===== src/rtl/keypad_scanner.sv =====
// 4x4 hex keypad scanner: walks one active-low column at a time and
// reports the single pressed key as a raw code plus a held level.
module keypad_scanner #(
   parameter int SCAN_DIV    = 4800,
   parameter int SYNC_STAGES = 2
) (
   input  logic       clk,
   input  logic       reset,
   input  logic [3:0] rows,
   output logic [3:0] cols,
   output logic [3:0] key_code,
   output logic       key_pressed
);

   localparam int CW = $clog2(SCAN_DIV);
   localparam logic [CW-1:0] LAST = CW'(SCAN_DIV - 1);

   localparam logic [0:0] ST_SCAN = 1'b0;
   localparam logic [0:0] ST_HOLD = 1'b1;

   logic [3:0]    sync_q [SYNC_STAGES];
   logic [3:0]    rows_s;
   logic [3:0]    rows_n;

   logic [0:0]    state_q, state_d;
   logic [1:0]    col_q, col_d;
   logic [CW-1:0] cnt_q, cnt_d;
   logic [1:0]    row_q, row_d;
   logic [3:0]    code_q, code_d;
   logic          press_q, press_d;
   logic [3:0]    cols_q, cols_d;

   logic [1:0]    row_enc;
   logic          one_low;

   function automatic logic [3:0] key_map(
      input logic [1:0] r,
      input logic [1:0] c
   );
      logic [3:0] k;
      unique case ({r, c})
         4'b00_00: k = 4'h1;
         4'b00_01: k = 4'h2;
         4'b00_10: k = 4'h3;
         4'b00_11: k = 4'hA;
         4'b01_00: k = 4'h4;
         4'b01_01: k = 4'h5;
         4'b01_10: k = 4'h6;
         4'b01_11: k = 4'hB;
         4'b10_00: k = 4'h7;
         4'b10_01: k = 4'h8;
         4'b10_10: k = 4'h9;
         4'b10_11: k = 4'hC;
         4'b11_00: k = 4'hE;
         4'b11_01: k = 4'h0;
         4'b11_10: k = 4'hF;
         default:  k = 4'hD;
      endcase
      return k;
   endfunction

   assign rows_s = sync_q[SYNC_STAGES-1];
   assign rows_n = ~rows_s;

   // Zero or several low rows (ghosting) are treated alike: no key.
   always_comb begin
      row_enc = 2'd0;
      one_low = 1'b0;
      unique case (rows_n)
         4'b0001: begin row_enc = 2'd0; one_low = 1'b1; end
         4'b0010: begin row_enc = 2'd1; one_low = 1'b1; end
         4'b0100: begin row_enc = 2'd2; one_low = 1'b1; end
         4'b1000: begin row_enc = 2'd3; one_low = 1'b1; end
         default: begin row_enc = 2'd0; one_low = 1'b0; end
      endcase
   end

   always_comb begin
      state_d = state_q;
      col_d   = col_q;
      cnt_d   = cnt_q;
      row_d   = row_q;
      code_d  = code_q;
      press_d = press_q;
      unique case (state_q)
         ST_SCAN: begin
            if (cnt_q == LAST) begin
               cnt_d = '0;
               if (one_low) begin
                  state_d = ST_HOLD;
                  row_d   = row_enc;
                  code_d  = key_map(row_enc, col_q);
                  press_d = 1'b1;
               end else begin
                  col_d = col_q + 2'd1;
               end
            end else begin
               cnt_d = cnt_q + CW'(1);
            end
         end
         default: begin
            cnt_d = '0;
            if (rows_s[row_q]) begin
               state_d = ST_SCAN;
               press_d = 1'b0;
               col_d   = col_q + 2'd1;
            end
         end
      endcase
      cols_d = ~(4'b0001 << col_d);
   end

   always_ff @(posedge clk) begin
      if (reset) begin
         for (int i = 0; i < SYNC_STAGES; i++) sync_q[i] <= 4'b1111;
         state_q <= ST_SCAN;
         col_q   <= 2'd0;
         cnt_q   <= '0;
         row_q   <= 2'd0;
         code_q  <= 4'h0;
         press_q <= 1'b0;
         cols_q  <= 4'b1110;
      end else begin
         sync_q[0] <= rows;
         for (int i = 1; i < SYNC_STAGES; i++) sync_q[i] <= sync_q[i-1];
         state_q <= state_d;
         col_q   <= col_d;
         cnt_q   <= cnt_d;
         row_q   <= row_d;
         code_q  <= code_d;
         press_q <= press_d;
         cols_q  <= cols_d;
      end
   end

   assign cols        = cols_q;
   assign key_code    = code_q;
   assign key_pressed = press_q;

endmodule


===== config.mk =====
export PLATFORM = sky130hd
export DESIGN_NAME = keypad_scanner
export DESIGN_NICKNAME = d
export VERILOG_FILES = /design/src/rtl/keypad_scanner.sv
export SDC_FILE = /design/constraint.sdc
export NUM_CORES = 1
export LEC_CHECK = 0
export ABC_AREA = 1
export ABC_CLOCK_PERIOD_IN_PS = 1310
export CORE_AREA = 2 2 78 80
export DETAILED_ROUTE_END_ITERATION = 12
export DIE_AREA = 0 0 80 82
export SLEW_MARGIN = 40
export SYNTH_ARGS = -nofsm -noshare
export SYNTH_HDL_FRONTEND = slang
export SYNTH_SLANG_ARGS = --single-unit

===== constraint.sdc =====
create_clock -name clk -period 1.31 [get_ports clk]
set_input_delay 0.1965 -clock clk [delete_from_list [all_inputs] [get_ports clk]]
set_output_delay 0.1965 -clock clk [all_outputs]
set_load 0.005 [all_outputs]

==> impl_metrics.ini, run 1 <==
[timing]
skew_ns = 0.009731
rsz0062_at_grt = yes
fin_crit_ns = 1.483
finalMaxSlewViolations = 0
tightest_slew_ns = 0.3031
relSlewSlack_pct = 79.69
worst_slack_ns = -0.1727
setup_viol = 26
fin_crit_sh_pct = 113.2
max_freq_ghz = 0.6744
hold_violations = 0

[floorplan]
die_area_sq_um = 6560
die_height_um = 82
rows = 28
initial_utilization_pct = 28.77
die_x_um = 80
core-area_sq_um = 5746
pin_count = 15

[drt]
routedWlPerCell_um = 9.641
detail_route.iter0.violations = 50
via_count = 1479
routed_via_density = 4.120
ant_nets = 0
wl_um = 3461
dr.pass1.iters = 4
drc = 0

[status]
status = finished, violations left
violations = negative setup slack

[clock_network]
cts_tree = done
clk-insertion-delay-late_ns = 0.29
path_clk_slew_ns = 0.08
htreeDepth = 2
cts-hold-fix-buffers = 0
cts_sinks = 35
cts_inserted_buffers = 5
clockBufferDepth = 2
clock-root-buffer = clkbuf_8

[critical_path]
endpoint_kind = flip-flop
required_ns = 1.54
cp.arrival_ns = 1.71
cp_num_buf_inv = 3
crit_chain = ha_4, nand2_4, inv_4, nand2_4, buf_6, inv_4, nand2_4, nor2_4, nand2_1, or2_1, a21oi_2
cp_slowest_cell = dfxtp_2
crit_top_cell = nand2_4
critPathMaxStageDelay_ns = 0.35
cp_top_family = simple AND/OR/NAND/NOR gates
start_kind = flip-flop
crit_type = reg2reg
worstPathMaxFanout = 2

[global_route]
grt_use_total_pct = 11.57
antenna_found_initial = 0
grt-ovfl-total = 0
grt_pass1_wl_um = 5796
grt_pass1_vias = 1351
grt_max_degree = 15

[power_and_ir_drop]
p_comb_share_pct = 8.5
clockPowerShare_pct = 37.9
p_int_w = 0.001541
swShare_pct = 24.85
p_per_area_nw_per_um2 = 843.4
power.leakage_nw = 1.192
irDropWorstVdd_mv = 0.7181
total_power_w = 0.002050
switchingPower_w = 0.0005095
p_seq_share_pct = 53.6

[placed_design]
gp_congestion = 0.8521
place_hpwl_um = 2542
portBuffers = 14
dpl_cell_area_sq_um = 2126

[layout]
fillers = 599
antenna_cells = 0
drive_above_1_share_pct = 38.03
seq_area_sq_um = 714.4
syn2layout_area_growth_pct = 47.09
fin_util_pct = 42.31
fin_area_sq_um = 2431
multiInputGateArea_sq_um = 964.7
final_nets = 295

[logic_synthesis]
synth_top_cell_area_share_pct = 42.39
yosys_warnings = 0
syn_area_sq_um = 1653
syn_nets = 238
avgSynthCellArea_sq_um = 7.313
ys_top_cells_by_count = nand2_1, dfxtp_1, inv_1, nor2_1, nand3_1
ys_ff_latch = 35
synth_edf_count = 0
yosys.area.top_type = dfxtp_1
synth.area.top_cells = dfxtp_1, nand2_1, inv_1
yosysSeqAreaShare_pct = 42.39
synth_flop_cell = dfxtp_1
synth_most_common_cell = nand2_1
synth_cells = 226
async_flop_share_pct = 0
synth_cell_types = 24

[job]
max_cap_violations = 0

[hold_path]
min_path_type = reg2reg
-- worst register-to-register path, cell delays in order, from the launching register on --
cell and delay (ns):
dfxtp_2 0.35, ha_4 0.15, nand2_4 0.06, inv_4 0.07, nand2_4 0.05, buf_6 0.12
inv_4 0.05, nand2_4 0.05, nor2_4 0.12, nand2_1 0.07, or2_1 0.24, a21oi_2 0.12
-- layout make-up --
cell class | instances | area share [%]
tap | 75 | 3.860
clock buffer | 5 | 2.831
inverter | 32 | 5.147
timing repair buffer | 52 | 18.27
multi-input combinational | 157 | 39.68
clock inverter | 3 | 0.8235
sequential | 35 | 29.39
-- power by group through the flow --
stage / Combinational [W] / Sequential, W / Clock [W]
after floorplan: 0.0000864 / 0.00112 / 0
after global placement: 0.000149 / 0.00112 / 0
after detailed placement: 0.000151 / 0.00112 / 0
after CTS: 0.000162 / 0.00110 / 0.000817
after global routing: 0.000197 / 0.00110 / 0.000857
final: 0.000174 / 0.00110 / 0.000778
-- sequential cells by signal, indices dropped and copies added (netlist names) --
register	flops
cnt_q	13
sync_q	8
cols	4
key_code	4
col_q	2
row_q	2
key_pressed	1
state_q	1
-- final timing paths --
path	slack (ns)	cells after the start	startpoint	to
setup / recovery	-0.17	11	cnt_q[1]$_SDFF_PP0_	cnt_q[10]$_SDFF_PP0_
hold / removal	0.41	1	sync_q[0][1]$_SDFF_PP1_	sync_q[0][5]$_SDFF_PP1_
setup reg to reg	-0.17	11	cnt_q[1]$_SDFF_PP0_	cnt_q[10]$_SDFF_PP0_
hold reg to reg	0.41	1	sync_q[0][1]$_SDFF_PP1_	sync_q[0][5]$_SDFF_PP1_
-- logic make-up (layout without fill, tap and decap cells) --
logic type | count (synthesis) | in the layout | share of synthesized area (%)
compound gates | 13 | 13 | 4.391
xor+xnor | 7 | 7 | 3.709
fa+ha+maj | 6 | 6 | 4.542
buf+inv | 34 | 92 | 7.796
flops | 35 | 35 | 42.39
simple gates | 131 | 131 | 37.17
-- placed cells by master (no fill, tap or decap), drive strengths merged --
master / count
inv: 32
dlygate4sd2: 5
ha: 6
buf: 38
or2: 10
nand2: 69
a21oi: 10
xor2: 6
clkinvlp: 2
clkbuf: 5
nor2: 26
o21ai: 3
nand4: 4
clkinv: 1
nor3: 5
nand3b: 2
dlymetal6s2s: 4
nand3: 15
clkdlybuf4s50: 5
dfxtp: 35
xnor2: 1
-- through the flow --
stage               instances  hold WS (ns)  worst slack (ns)  TNS, ns
floorplan                 226        0.3003          0.002703        0
global placement          343        0.3912           -0.1068  -0.9684
detailed placement        343        0.3937           -0.1283   -1.347
CTS                       355        0.4114           -0.1205   -1.394
global route              359        0.4245           -0.2535   -4.827
finish                    359        0.4058           -0.1727   -2.098
-- routing by layer --
metal	share of wire [%]	GRT usage (%)	vias up
li1	-	-	813
met1	49	14.54	641
met2	46	18.67	20
met3	3.0	3.077	5
met4	1.8	5.085	0
met5	0	0	-
-- what timing repair did --
action | CTS | global route
pin swaps | 3 | 6
resized for setup | 22 | 34
setup buffers | 4 | 4
cloned | 0 | 0
endpoints found under the setup margin | 29 | 30
(Power assumes the default switching activity.)
==> inputs of run 2 (changes only) <==
ABC_AREA = not set   (was 1)
CORE_AREA = 2 2 76 78   (was 2 2 78 80)
DIE_AREA = 0 0 78 80   (was 0 0 80 82)
==> impl_metrics.ini, run 2 <==
[timing]
relSlewSlack_pct = 78.97
setup_viol = 27
skew_ns = 0.001671
worst_slack_ns = -0.7433
rsz0062_at_grt = yes
max_freq_ghz = 0.4870
finalMaxSlewViolations = 0
fin_crit_sh_pct = 156.7
whs_ns = 0.4089
hold_violations = 0
tightest_slew_ns = 0.3122
fin_crit_ns = 2.053

[placed_design]
place_hpwl_um = 2464
gp_congestion = 0.7847
portBuffers = 14

[global_route]
antenna_found_initial = 0
grt-ovfl-total = 0
grt_pass1_wl_um = 5720
grt_pass1_vias = 1345
grt_use_total_pct = 11.80
grt_max_degree = 14

[critical_path]
reg2reg_slack_ns = -0.74
ff2ff_path_depth = 7
critPathMaxStageDelay_ns = 0.45
required_ns = 1.49
cp_slowest_cell = or4_4
timing.rr.start = cnt_q[0]$_SDFF_PP0_
endpoint_kind = flip-flop
crit_chain = ha_4, or4bb_1, or4_4, o31ai_4, buf_4, mux2i_1, nor2_1
cp_top_family = simple AND/OR/NAND/NOR gates
cp_num_buf_inv = 1
regToRegEndpoint = col_q[1]$_SDFF_PP0_
crit_type = reg2reg
start_kind = flip-flop
worstPathMaxFanout = 3
cp.arrival_ns = 2.23

[clock_network]
path_clk_slew_ns = 0.07
cts_tree = done
clockBufferDepth = 2
clk-insertion-delay-late_ns = 0.28
htreeDepth = 2
clock-root-buffer = clkbuf_8
cts_inserted_buffers = 5
cts_sinks = 35

[logic_synthesis]
synth.area.top_cells = dfxtp_1, nor2_1, ha_1
synth_edf_count = 0
synth_flop_cell = dfxtp_1
avgSynthCellArea_sq_um = 9.001
ys_ff_latch = 35
yosysSeqAreaShare_pct = 44.48
yosys.area.top_type = dfxtp_1
ys_top_cells_by_count = dfxtp_1, nor2_1, nand2_1, or2_2
synth_cell_types = 38
yosys_warnings = 0
syn_area_sq_um = 1575
synth_cells = 175
synth_most_common_cell = dfxtp_1
syn_nets = 187
synth_top_cell_area_share_pct = 44.48
async_flop_share_pct = 0

[power_and_ir_drop]
irDropWorstVdd_mv = 0.6131
total_power_w = 0.002277
power.leakage_nw = 1.015
p_per_area_nw_per_um2 = 957.5

[drt]
wl_um = 3435
routed_via_density = 4.495
ant_nets = 0
drc = 0
via_count = 1398
detail_route.iter0.violations = 62
dr.pass1.iters = 4
routedWlPerCell_um = 11.05

[floorplan]
die_area_sq_um = 6240
die_x_um = 78
die_height_um = 80
rows = 27
initial_utilization_pct = 29.14
pin_count = 15
core-area_sq_um = 5405

[layout]
top_register = cnt_q
mostFrequentLayoutCells = buf_4, dfxtp_1, nor2_1
largest_reg_flops = 13
syn2layout_area_growth_pct = 50.99
fillers = 544
mostFrequentLayoutCell = buf_4
drive_above_1_share_pct = 39.75
largestRegisters = cnt_q: 13 flops, sync_q: 8 flops
antenna_cells = 0
final_nets = 250

[job]
max_cap_violations = 0

[hold_path]
min_path_type = reg2reg
whs_path_depth = 1
min_to = sync_q[0][6]$_SDFF_PP1_
min-delay-start = sync_q[0][2]$_SDFF_PP1_

[status]
violations = negative setup slack
status = finished, violations left
## run 2: cell types whose count changed after synthesis, sizes merged, moves of 3 or more
cell	delta
a21oi	-7
a311oi	+3
a41oi	+3
and3	+4
clkbuf	+7
inv	-24
nand2	-54
nand3	-9
nand4	-3
nor3	-3
nor4	+5
o21ai	+3
xnor2	+5
## run 2: logic make-up (layout without fill, tap and decap cells)
kind of cell             count (synthesis)  in the layout  synth area share, %
buffers and inverters                   16             79                3.813
AO/OA/AOI/OAI                           25             25                12.07
XOR/XNOR                                14             14                7.784
adder cells (fa/ha/maj)                  6              6                4.766
flip-flops                              35             35                44.48
AND/OR/NAND/NOR                         77             78                25.02
multiplexers                             2              2                2.065
## run 2: where the power goes
group	switching (W)	leakage (nW)	total, W	internal [W]
sequential	0.0000107	0.288	0.00110	0.00109
combinational	0.0000854	0.666	0.000185	0.000100
clock	0.000381	0.0612	0.000996	0.000615
## run 2: through the flow
| stage | utilization, % | cells | setup slack, ns | TNS, ns | area, sq um |
|---|---|---|---|---|---|
| detailed placement | 40.39 | 298 | -0.7278 | -11.04 | 2183 |
| CTS | 42.52 | 306 | -0.7523 | -11.55 | 2298 |
| floorplan | - | 175 | -0.7575 | -7.641 | 1659 |
| global placement | 40.39 | 298 | -0.6873 | -10.62 | 2183 |
| global route | 44.00 | 311 | -0.8312 | -15.50 | 2379 |
| finish | 44.00 | 311 | -0.7433 | -13.22 | 2379 |
## run 2: routing by layer
| layer | share of wire [%] | up-vias | wire length (um) | track usage [%] |
|---|---|---|---|---|
| met2 | 45 | 25 | 1562 | 19.48 |
| met3 | 3.6 | 5 | 123 | 3.167 |
| met5 | 0 | - | 0 | 0 |
| li1 | - | 728 | - | - |
| met1 | 49 | 640 | 1695 | 14.27 |
| met4 | 1.5 | 0 | 53 | 5.614 |
## run 2: how the worst max path moves through the flow
stage / to / start / slack [ns] / cells past startpoint
6_report: col_q[1]$_SDFF_PP0_ / cnt_q[0]$_SDFF_PP0_ / -0.74 / 7
5_1_grt: cols[3]$_SDFF_PP1_ / cnt_q[0]$_SDFF_PP0_ / -0.83 / 7
4_1_cts: cols[2]$_SDFF_PP1_ / cnt_q[0]$_SDFF_PP0_ / -0.75 / 7
3_5_place_dp: cols[2]$_SDFF_PP1_ / cnt_q[0]$_SDFF_PP0_ / -0.73 / 7
3_3_place_gp: col_q[1]$_SDFF_PP0_ / cnt_q[0]$_SDFF_PP0_ / -0.69 / 7
2_1_floorplan: col_q[1]$_SDFF_PP0_ / cnt_q[0]$_SDFF_PP0_ / -0.76 / 6
## run 2: area by class of cell
type                       count  area [sq um]  area share, %
multi-input combinational    125         912.1          38.35
inverter                       8         30.03          1.262
sequential                    35         710.7          29.88
tap                           72         90.09          3.787
clock inverter                 2         35.03          1.473
timing repair buffer          63         518.0          21.78
clock buffer                   6         82.58          3.472
## run 2: timing repair
action / in CTS / in global routing
setup endpoints to repair: 32 / 30
hold buffers: 0 / 0
resized for setup: 6 / 14
setup buffers: 0 / 4
gates cloned: 0 / 1
pin swaps: 1 / 3
